File: src/rtl/handshake_pkg.sv
// Shared types and helpers for the handshake datapath elastic buffer.
package handshake_pkg;

  localparam int unsigned DATA_W     = 32;
  localparam int unsigned FIFO_DEPTH = 4;

  typedef logic [DATA_W-1:0] data_t;

  // Pointer width for a given storage depth; never narrower than one bit.
  function automatic int unsigned ptr_width(input int unsigned depth);
    if (depth < 32'd2) begin
      return 32'd1;
    end else begin
      return $clog2(depth);
    end
  endfunction

  // Occupancy type for the default depth: one extra bit so "full" is representable.
  typedef logic [ptr_width(FIFO_DEPTH):0] level_t;

endpackage

File: src/rtl/handshake_fifo_checker.sv
// Simulation sanity checks on the buffer's occupancy bookkeeping.
module handshake_fifo_checker #(
  parameter int unsigned DEPTH = 4,
  parameter int unsigned LVL_W = 3
) (
  input logic             clk,
  input logic             rst,
  input logic             push,
  input logic             pop,
  input logic [LVL_W-1:0] level
);

  localparam logic [LVL_W-1:0] FULL_LVL = LVL_W'(DEPTH);

  a_no_push_when_full: assert property (@(posedge clk) disable iff (!rst)
    !(push && (level == FULL_LVL)));

  a_no_pop_when_empty: assert property (@(posedge clk) disable iff (!rst)
    !(pop && (level == {LVL_W{1'b0}})));

  a_level_in_range: assert property (@(posedge clk) disable iff (!rst)
    (level <= FULL_LVL));

endmodule

File: src/rtl/handshake_fifo_mem.sv
// DEPTH x WIDTH storage array: one synchronous write port, one asynchronous read port.
// The data array carries no reset; validity is tracked by the occupancy logic in the top.
module handshake_fifo_mem #(
  parameter int unsigned WIDTH = 32,
  parameter int unsigned DEPTH = 4,
  parameter int unsigned AW    = 2
) (
  input  logic             clk,
  input  logic             we,
  input  logic [AW-1:0]    waddr,
  input  logic [WIDTH-1:0] wdata,
  input  logic [AW-1:0]    raddr,
  output logic [WIDTH-1:0] rdata
);

  logic [WIDTH-1:0] mem_q [DEPTH];

  // Store the incoming word at the write address on an accepted push.
  always_ff @(posedge clk) begin
    if (we) begin
      mem_q[waddr] <= wdata;
    end
  end

  assign rdata = mem_q[raddr];

endmodule

File: src/rtl/handshake_fifo.sv
// Elastic buffer between producer and consumer stages with valid/ready on both sides.
// Ready and valid are registered, so there is no combinational path between the channels.
module handshake_fifo
  import handshake_pkg::*;
#(
  parameter int unsigned WIDTH   = DATA_W,
  parameter int unsigned DEPTH   = 4,
  parameter int unsigned STALL_W = 16
) (
  input  logic                   clk,
  input  logic                   rst,
  input  logic                   in_valid,
  output logic                   in_ready,
  input  logic [WIDTH-1:0]       in_data,
  output logic                   out_valid,
  input  logic                   out_ready,
  output logic [WIDTH-1:0]       out_data,
  output logic [$clog2(DEPTH):0] level,
  output logic [STALL_W-1:0]     stall_cnt
);

  localparam int unsigned      PTR_W    = ptr_width(DEPTH);
  localparam int unsigned      LVL_W    = PTR_W + 32'd1;
  localparam logic [LVL_W-1:0] FULL_LVL = LVL_W'(DEPTH);

  logic               push_s;
  logic               pop_s;
  logic [PTR_W-1:0]   wr_ptr_q, wr_ptr_d;
  logic [PTR_W-1:0]   rd_ptr_q, rd_ptr_d;
  logic [LVL_W-1:0]   level_q, level_d;
  logic [STALL_W-1:0] stall_q, stall_d;
  logic               in_ready_q;
  logic               out_valid_q;
  logic [WIDTH-1:0]   rdata_s;

  // Handshake decode plus next-state for pointers, occupancy and stall counter.
  always_comb begin
    push_s = in_valid & in_ready_q;
    pop_s  = out_valid_q & out_ready;

    if (push_s) begin
      wr_ptr_d = wr_ptr_q + PTR_W'(1);
    end else begin
      wr_ptr_d = wr_ptr_q;
    end

    if (pop_s) begin
      rd_ptr_d = rd_ptr_q + PTR_W'(1);
    end else begin
      rd_ptr_d = rd_ptr_q;
    end

    level_d = level_q + LVL_W'(push_s) - LVL_W'(pop_s);

    if (out_valid_q && !out_ready && (stall_q != {STALL_W{1'b1}})) begin
      stall_d = stall_q + STALL_W'(1);
    end else begin
      stall_d = stall_q;
    end
  end

  // State registers; reset discards contents immediately and holds in_ready low.
  always_ff @(posedge clk or negedge rst) begin
    if (!rst) begin
      wr_ptr_q    <= {PTR_W{1'b0}};
      rd_ptr_q    <= {PTR_W{1'b0}};
      level_q     <= {LVL_W{1'b0}};
      stall_q     <= {STALL_W{1'b0}};
      in_ready_q  <= 1'b0;
      out_valid_q <= 1'b0;
    end else begin
      wr_ptr_q    <= wr_ptr_d;
      rd_ptr_q    <= rd_ptr_d;
      level_q     <= level_d;
      stall_q     <= stall_d;
      in_ready_q  <= (level_d != FULL_LVL);
      out_valid_q <= (level_d != {LVL_W{1'b0}});
    end
  end

  handshake_fifo_mem #(
    .WIDTH (WIDTH),
    .DEPTH (DEPTH),
    .AW    (PTR_W)
  ) u_mem (
    .clk   (clk),
    .we    (push_s),
    .waddr (wr_ptr_q),
    .wdata (in_data),
    .raddr (rd_ptr_q),
    .rdata (rdata_s)
  );

  handshake_fifo_checker #(
    .DEPTH (DEPTH),
    .LVL_W (LVL_W)
  ) u_checker (
    .clk   (clk),
    .rst   (rst),
    .push  (push_s),
    .pop   (pop_s),
    .level (level_q)
  );

  assign in_ready  = in_ready_q;
  assign out_valid = out_valid_q;
  // Stale array contents are hidden while empty so reset presents zero.
  assign out_data  = out_valid_q ? rdata_s : {WIDTH{1'b0}};
  assign level     = level_q;
  assign stall_cnt = stall_q;

endmodule

File: config.mk
export PLATFORM = sky130hd
export DESIGN_NAME = handshake_fifo
export DESIGN_NICKNAME = d
export VERILOG_FILES = /design/src/rtl/handshake_pkg.sv /design/src/rtl/handshake_fifo_checker.sv /design/src/rtl/handshake_fifo_mem.sv /design/src/rtl/handshake_fifo.sv
export SDC_FILE = /design/constraint.sdc
export NUM_CORES = 1
export LEC_CHECK = 0
export ABC_AREA = 1
export CAP_MARGIN = 20
export CORE_MARGIN = 3
export CORE_UTILIZATION = 49
export CTS_CLUSTER_DIAMETER = 100
export CTS_CLUSTER_SIZE = 8
export DETAILED_ROUTE_END_ITERATION = 16
export GPL_ROUTABILITY_DRIVEN = 0
export PLACE_DENSITY_LB_ADDON = 0.08
export SLEW_MARGIN = 25
export SYNTH_ARGS = -nofsm -noshare
export SYNTH_HDL_FRONTEND = slang
export SYNTH_SLANG_ARGS = --single-unit
File: constraint.sdc
create_clock -name clk -period 2.25 [get_ports clk]
set_input_delay 0.45 -clock clk [delete_from_list [all_inputs] [get_ports clk]]
set_output_delay 0.45 -clock clk [all_outputs]
set_load 0.05 [all_outputs]
Word level (Yosys, flattened, before mapping)
Memory sizes are Yosys's and may differ from the RTL's.
Index checks and enable logic that the tools add are counted.
{"block": "totals", "register_bits": 25, "latchBits": 0, "mem_bits_rw": 128, "mem_bits_ro": 0, "inputBits": 36, "out_inout_bits": 53, "elab_cells": 23, "memories": 1}
{"memory": "u_mem.mem_q", "depth": 4, "word_bits": 32, "read_ports": 1, "rd_ports_with_merged_regs": 0, "wr": 1, "line_no": "handshake_fifo_mem.sv:16", "source": "logic [WIDTH-1:0] mem_q [DEPTH];"}
{"block": "op_classes", "addsub": 5, "mul": 0, "n_div": 0, "magnitude_cmp": 0, "n_eq_ne": 2, "shift": 0, "muxes": 3, "n_bitwise": 2, "n_reduce_logical": 4}
{"cell": "32-bit two-way mux", "count": 1}
{"cell": "16-bit by 1-bit adder with 16-bit output (second input constant)", "count": 1}
{"cell": "16-bit != test (second input constant)", "count": 1}
{"cell": "2-bit by 1-bit adder with 2-bit output (second input constant)", "count": 2}
{"cell": "3-bit by 1-bit adder with 3-bit output", "count": 1}
{"cell": "3-bit != test (second input constant)", "count": 1}
{"cell": "3-bit nonzero test", "count": 1}
{"cell": "3-bit by 1-bit subtractor with 3-bit output", "count": 1}
{"cell": "1-bit AND", "count": 2}
{"cell": "1-bit logical AND", "count": 2}
{"cell": "1-bit two-way mux", "count": 2}
{"cell": "1-bit zero test", "count": 1}

Depth between registers and ports, before layout
Gate-level depths: netlist of the first run.
{"block": "logic_depth", "depth_word": 4, "ltp_mapped": 10, "depth_no_buf": 10}

Hierarchy
Synthesis of the first run repeated with hierarchy kept, for this count alone.
{"block": "unflattened", "hier_cells": 752, "hier_area_um2": 7123.1}
{"mod": "handshake_fifo_mem", "n_inst": 1, "cells_per_inst": 509, "area_per_inst_um2": 5437.7, "seq_area_each_um2": 3843.7}
{"mod": "handshake_fifo", "n_inst": 1, "cells_per_inst": 243, "area_per_inst_um2": 1685.4, "seq_area_each_um2": 625.6}

Worst setup path after synthesis of the first run
Ideal clock, no wire load.
{"block": "synth_timing", "path_type": "register to register", "start": "reg in_ready_q, in the netlist in_ready", "end": "mem u_mem.mem_q[0][0] (enable)", "setup_time_ns": 0.421, "arrival_time_ns": 2.293, "required_ns": 1.829, "path_slack_ns": -0.464, "path_stages_with_launch": 3, "synth_period_minus_slack_ns": 2.714, "cell_sequence": "dfrtp_1 > nand2_1 > nor2_1"}
{"block": "synth_via", "elab_chain_cells": 3}
{"item": "from (decl)", "line_no": "handshake_fifo.sv:32", "source": "logic in_ready_q;"}
{"item": "from (signal assigned)", "line_no": "handshake_fifo.sv:76", "source": "in_ready_q <= (level_d != FULL_LVL);"}
{"item": "1-bit AND", "line_no": "handshake_fifo.sv:38", "source": "push_s = in_valid & in_ready_q;"}
{"item": "1-bit two-way mux", "line_no": "handshake_fifo_mem.sv:20", "source": "if (we) begin"}
{"item": "1-bit two-way mux (not written as such)", "line_no": "handshake_fifo_mem.sv:21", "source": "mem_q[waddr] <= wdata;"}
{"item": "to (decl)", "line_no": "handshake_fifo_mem.sv:16"}
Every way passes these cells.

Worst setup path in the final report of the first run
{"block": "layout_timing", "start": "reg rd_ptr_q[0]", "end": "out out_data[0]"}
{"block": "layout_via", "elab_chain_cells": 2}
{"item": "from (decl)", "line_no": "handshake_fifo.sv:29", "source": "logic [PTR_W-1:0] rd_ptr_q, rd_ptr_d;"}
{"item": "from (signal assigned)", "line_no": "handshake_fifo.sv:66", "source": "rd_ptr_q <= {PTR_W{1'b0}};"}
{"item": "from (signal assigned)", "line_no": "handshake_fifo.sv:73", "source": "rd_ptr_q <= rd_ptr_d;"}
{"item": "memory 4 x 32 bit"}
{"item": "32-bit two-way mux", "line_no": "handshake_fifo.sv:108", "source": "assign out_data = out_valid_q ? rdata_s : {WIDTH{1'b0}};"}
{"item": "to (decl)", "line_no": "handshake_fifo.sv:17", "source": "output logic [WIDTH-1:0] out_data,"}
Every way passes these cells.

==> impl_results.md, run 1 <==
* Clk sinks at 153
* Clk pwr share at 19.3%
* Yosys top cell area share at 59.7%
* Gr usage total at 20.1%
* Setup crit start kind: register
* Clock transition at path regs at 0.05 ns
* Violated checks: setup timing
* Seq pwr share at 27.7%
* CTS tree: built
* Status: finished, violations left
* CP delay by family, top: buffers and inverters
* Clock latency at the later pin of the worst-skew pair at 0.41 ns
* Slew margin rel. at 64.3%
* CP Data Required Time at 1.80 ns
* Via count at 4543
* Slew Limit Fails at 0
* Post-synthesis sequential area ratio at 69.4%
* Inserted Clock Buffers at 17
* Max-cap violations at 0
* Die footprint at 0.0146 mm2
* Final hold vios at 0
* Area Overhead vs Synth at 39.1%
* F_max at 0.441 GHz
* Crit. End Element: output pin
* DR iter-0 viols at 330
* Largest stage delay on the critical path at 0.45 ns
* Pwr/cell area at 1600 mW/mm2
* Filler cell count at 924
* Nets at 739
* # hold bufs at CTS at 0
* Crit path kind: register to output pin
* Logic pwr share at 53.1%
* Hold WC Path Type: primary input to async pin
* Commonest cells after routing, fill and taps aside: 139 x nor2_1, 128 x edfxtp_1, 66 x nand2_1
* Port bufs at 88
* Remaining antenna violation count at 0
* Placed Cells at 835
* Syn Nets at 623
* Fin cells at 880
* Initial antenna violation count at 0
* Die W at 121 um
* Commonest non-fill, non-tap cell in the layout: nor2_1
* Most used cell, CP: buf_12
* Grt ovf at 0
* Vias per cell at 5.16
* Critical-path cell list: buf_4 > clkinv_8 > buf_12 > o21ai_1 > a21oi_2 > buf_12
* Internal power at 8.60 mW
* Final setup viols at 3
* Sw Ratio at 40.0%
* Synthesized area at 0.00644 mm2
* Clock skew at 0.00333 ns
* Period utilization at 101%
* Sw power at 5.72 mW
* Top post-synthesis cells by area: edfxtp_1 60%, dfrtp_1 9.7%, nor2_1 8.7%
* Maximum fanout along the worst path at 26
* Clock root cell: clkbuf_16
* Final Power at 14.3 mW
* Number of top-level pins at 89
* Tightest Pin Transition at 0.534 ns
* DR WL/cell at 17.0 um
* Initial Util at 50.6%
* YS warnings at 0
* DP HPWL at 8370 um
* Utilization after layout at 70.5%
* Fin crit period at 2.27 ns
* Synth cell types at 24
* Clock buffer depth at 2
* Peak VDD IR at 0.936 mV
* Slowest-stage cell, CP: dfrtp_2
* Setup ws final at -0.0151 ns
* Yosys reg bits at 153
* WP buf/inv at 4
* Die height at 121 um
* RSZ-0062 raised after global routing: true
* Row Count at 41
* DRC viols at 0
* Cell taking the most area after synthesis: edfxtp_1
* Largest net degree at the start of global routing at 40
* Core area at 0.0127 mm2
* Layout cells sized above 1 at 22.0%
* Diodes inserted at 0
* Routed wire length at 15000 um
* Mapped Cells at 579
* P_leak at 3.36 nW
* First-pass GRT wire length at 22400 um
* H-tree Lvls at 4
* TritonRoute pass-1 iters at 5
* Syn Area/Cell at 11.1 um2
* CP arrival at 1.82 ns
* Vias in the first global route at 4459
what timing repair did:
action                                  in CTS  in global routing
pin swaps                                    3                 12
endpoints found under the hold margin        0                  0
resized for setup                           12                 73
setup buffers                                1                  4
endpoints found under the setup margin      30                 33
cloned                                       0                  8
layer usage:
| metal | track usage (%) | part of all wire [%] |
|---|---|---|
| met1 | 25.8 | 43 |
| met2 | 33.4 | 51 |
| met3 | 5.00 | 4.5 |
| met4 | 7.15 | 1.2 |
| met5 | 0 | 0 |
flip-flops by register name (all words and copies together), names as in the netlist:
register and count:
u_mem.mem_q 128, stall_cnt 16, level 3, rd_ptr_q 2, wr_ptr_q 2, in_ready 1
out_valid 1
power by group through the flow:
stage / registers [mW] / clock network, mW / logic (mW)
4_1_cts: 3.95 / 2.79 / 6.99
3_5_place_dp: 4.00 / 0 / 6.86
2_1_floorplan: 4.30 / 0 / 3.43
3_3_place_gp: 3.97 / 0 / 6.76
5_1_grt: 4.02 / 2.91 / 8.05
6_report: 3.97 / 2.76 / 7.60
worst reg2reg max path, stage by stage (launching register included):
cell and delay [ns]:
dfrtp_1 0.41, nand2_1 0.10, inv_1 0.06, ha_1 0.27, inv_1 0.04, ha_1 0.18
fa_2 0.35, xor2_2 0.16, xor2_1 0.24, nand3_1 0.12
metrics by stage:
step                area (um2)  hold slack [ns]  worst slack, ns  TNS [ns]
floorplan                 6440            0.154           -0.290    -37.17
CTS                       8650            0.363         -0.00891  -0.00987
global route              8960            0.385          -0.0968     -1.22
detailed placement        8030            0.520           -0.293    -0.679
global placement          8030            0.517           -0.217    -0.482
finish                    8960            0.367          -0.0151   -0.0192
final timing paths:
check,start,end,slack [ns],depth (start not counted)
max,rd_ptr_q[0],out_data[0],-0.02,6
min,rst,stall_cnt[11],0.37,1
max reg2reg,out_valid,in_ready,0.20,9
min reg2reg,level[0],level[0],0.53,1
max in group asynchronous,rst,in_ready,1.36,2
min in group clk,level[0],level[0],0.53,1
cells in the mapped netlist:
library cell and n:
nor2_1 150, xor2_1 8, nand2_2 5, nand3b_1 1, buf_2 10, dfrtp_1 25
nand3_1 8, nand2_1 66, o21ai_0 67, nor2_2 7, edfxtp_1 128, inv_1 31
fa_1 1, nand4_1 5, a21oi_1 33, nor2_4 1, xnor2_1 2, buf_4 3
buf_6 1, clkbuf_1 11, nand3_2 2, o21ai_2 3, inv_2 4, ha_1 7
cells by family after synthesis:
kind of cell / synth area share [%]
xor+xnor: 1.36
buf+inv: 3.98
fa+ha+maj: 1.67
flops: 69.4
compound gates: 8.17
simple gates: 15.5
cell type report:
cell class / count / area (um2) / area share, %
Clock buffer: 22 / 444 / 4.96
Clock inverter: 10 / 126 / 1.41
Inverter: 35 / 144 / 1.61
Multi-Input combinational cell: 366 / 1890 / 21.0
Sequential cell: 153 / 4470 / 49.9
Tap cell: 172 / 215 / 2.40
Timing Repair Buffer: 122 / 1680 / 18.7
Note: power is estimated with default switching activity, not from simulation.
==> inputs of run 2 (changes only) <==
--- a/config.mk
+++ b/config.mk
@@ -9,7 +9,7 @@
 export CAP_MARGIN = 20
 export CORE_MARGIN = 3
 export CORE_UTILIZATION = 49
-export CTS_CLUSTER_DIAMETER = 100
+export CTS_CLUSTER_DIAMETER = 30
 export CTS_CLUSTER_SIZE = 8
 export DETAILED_ROUTE_END_ITERATION = 16
 export GPL_ROUTABILITY_DRIVEN = 0
==> results of run 2 <==
No change in the layout: final DEF, timing and power equal those of run 1.
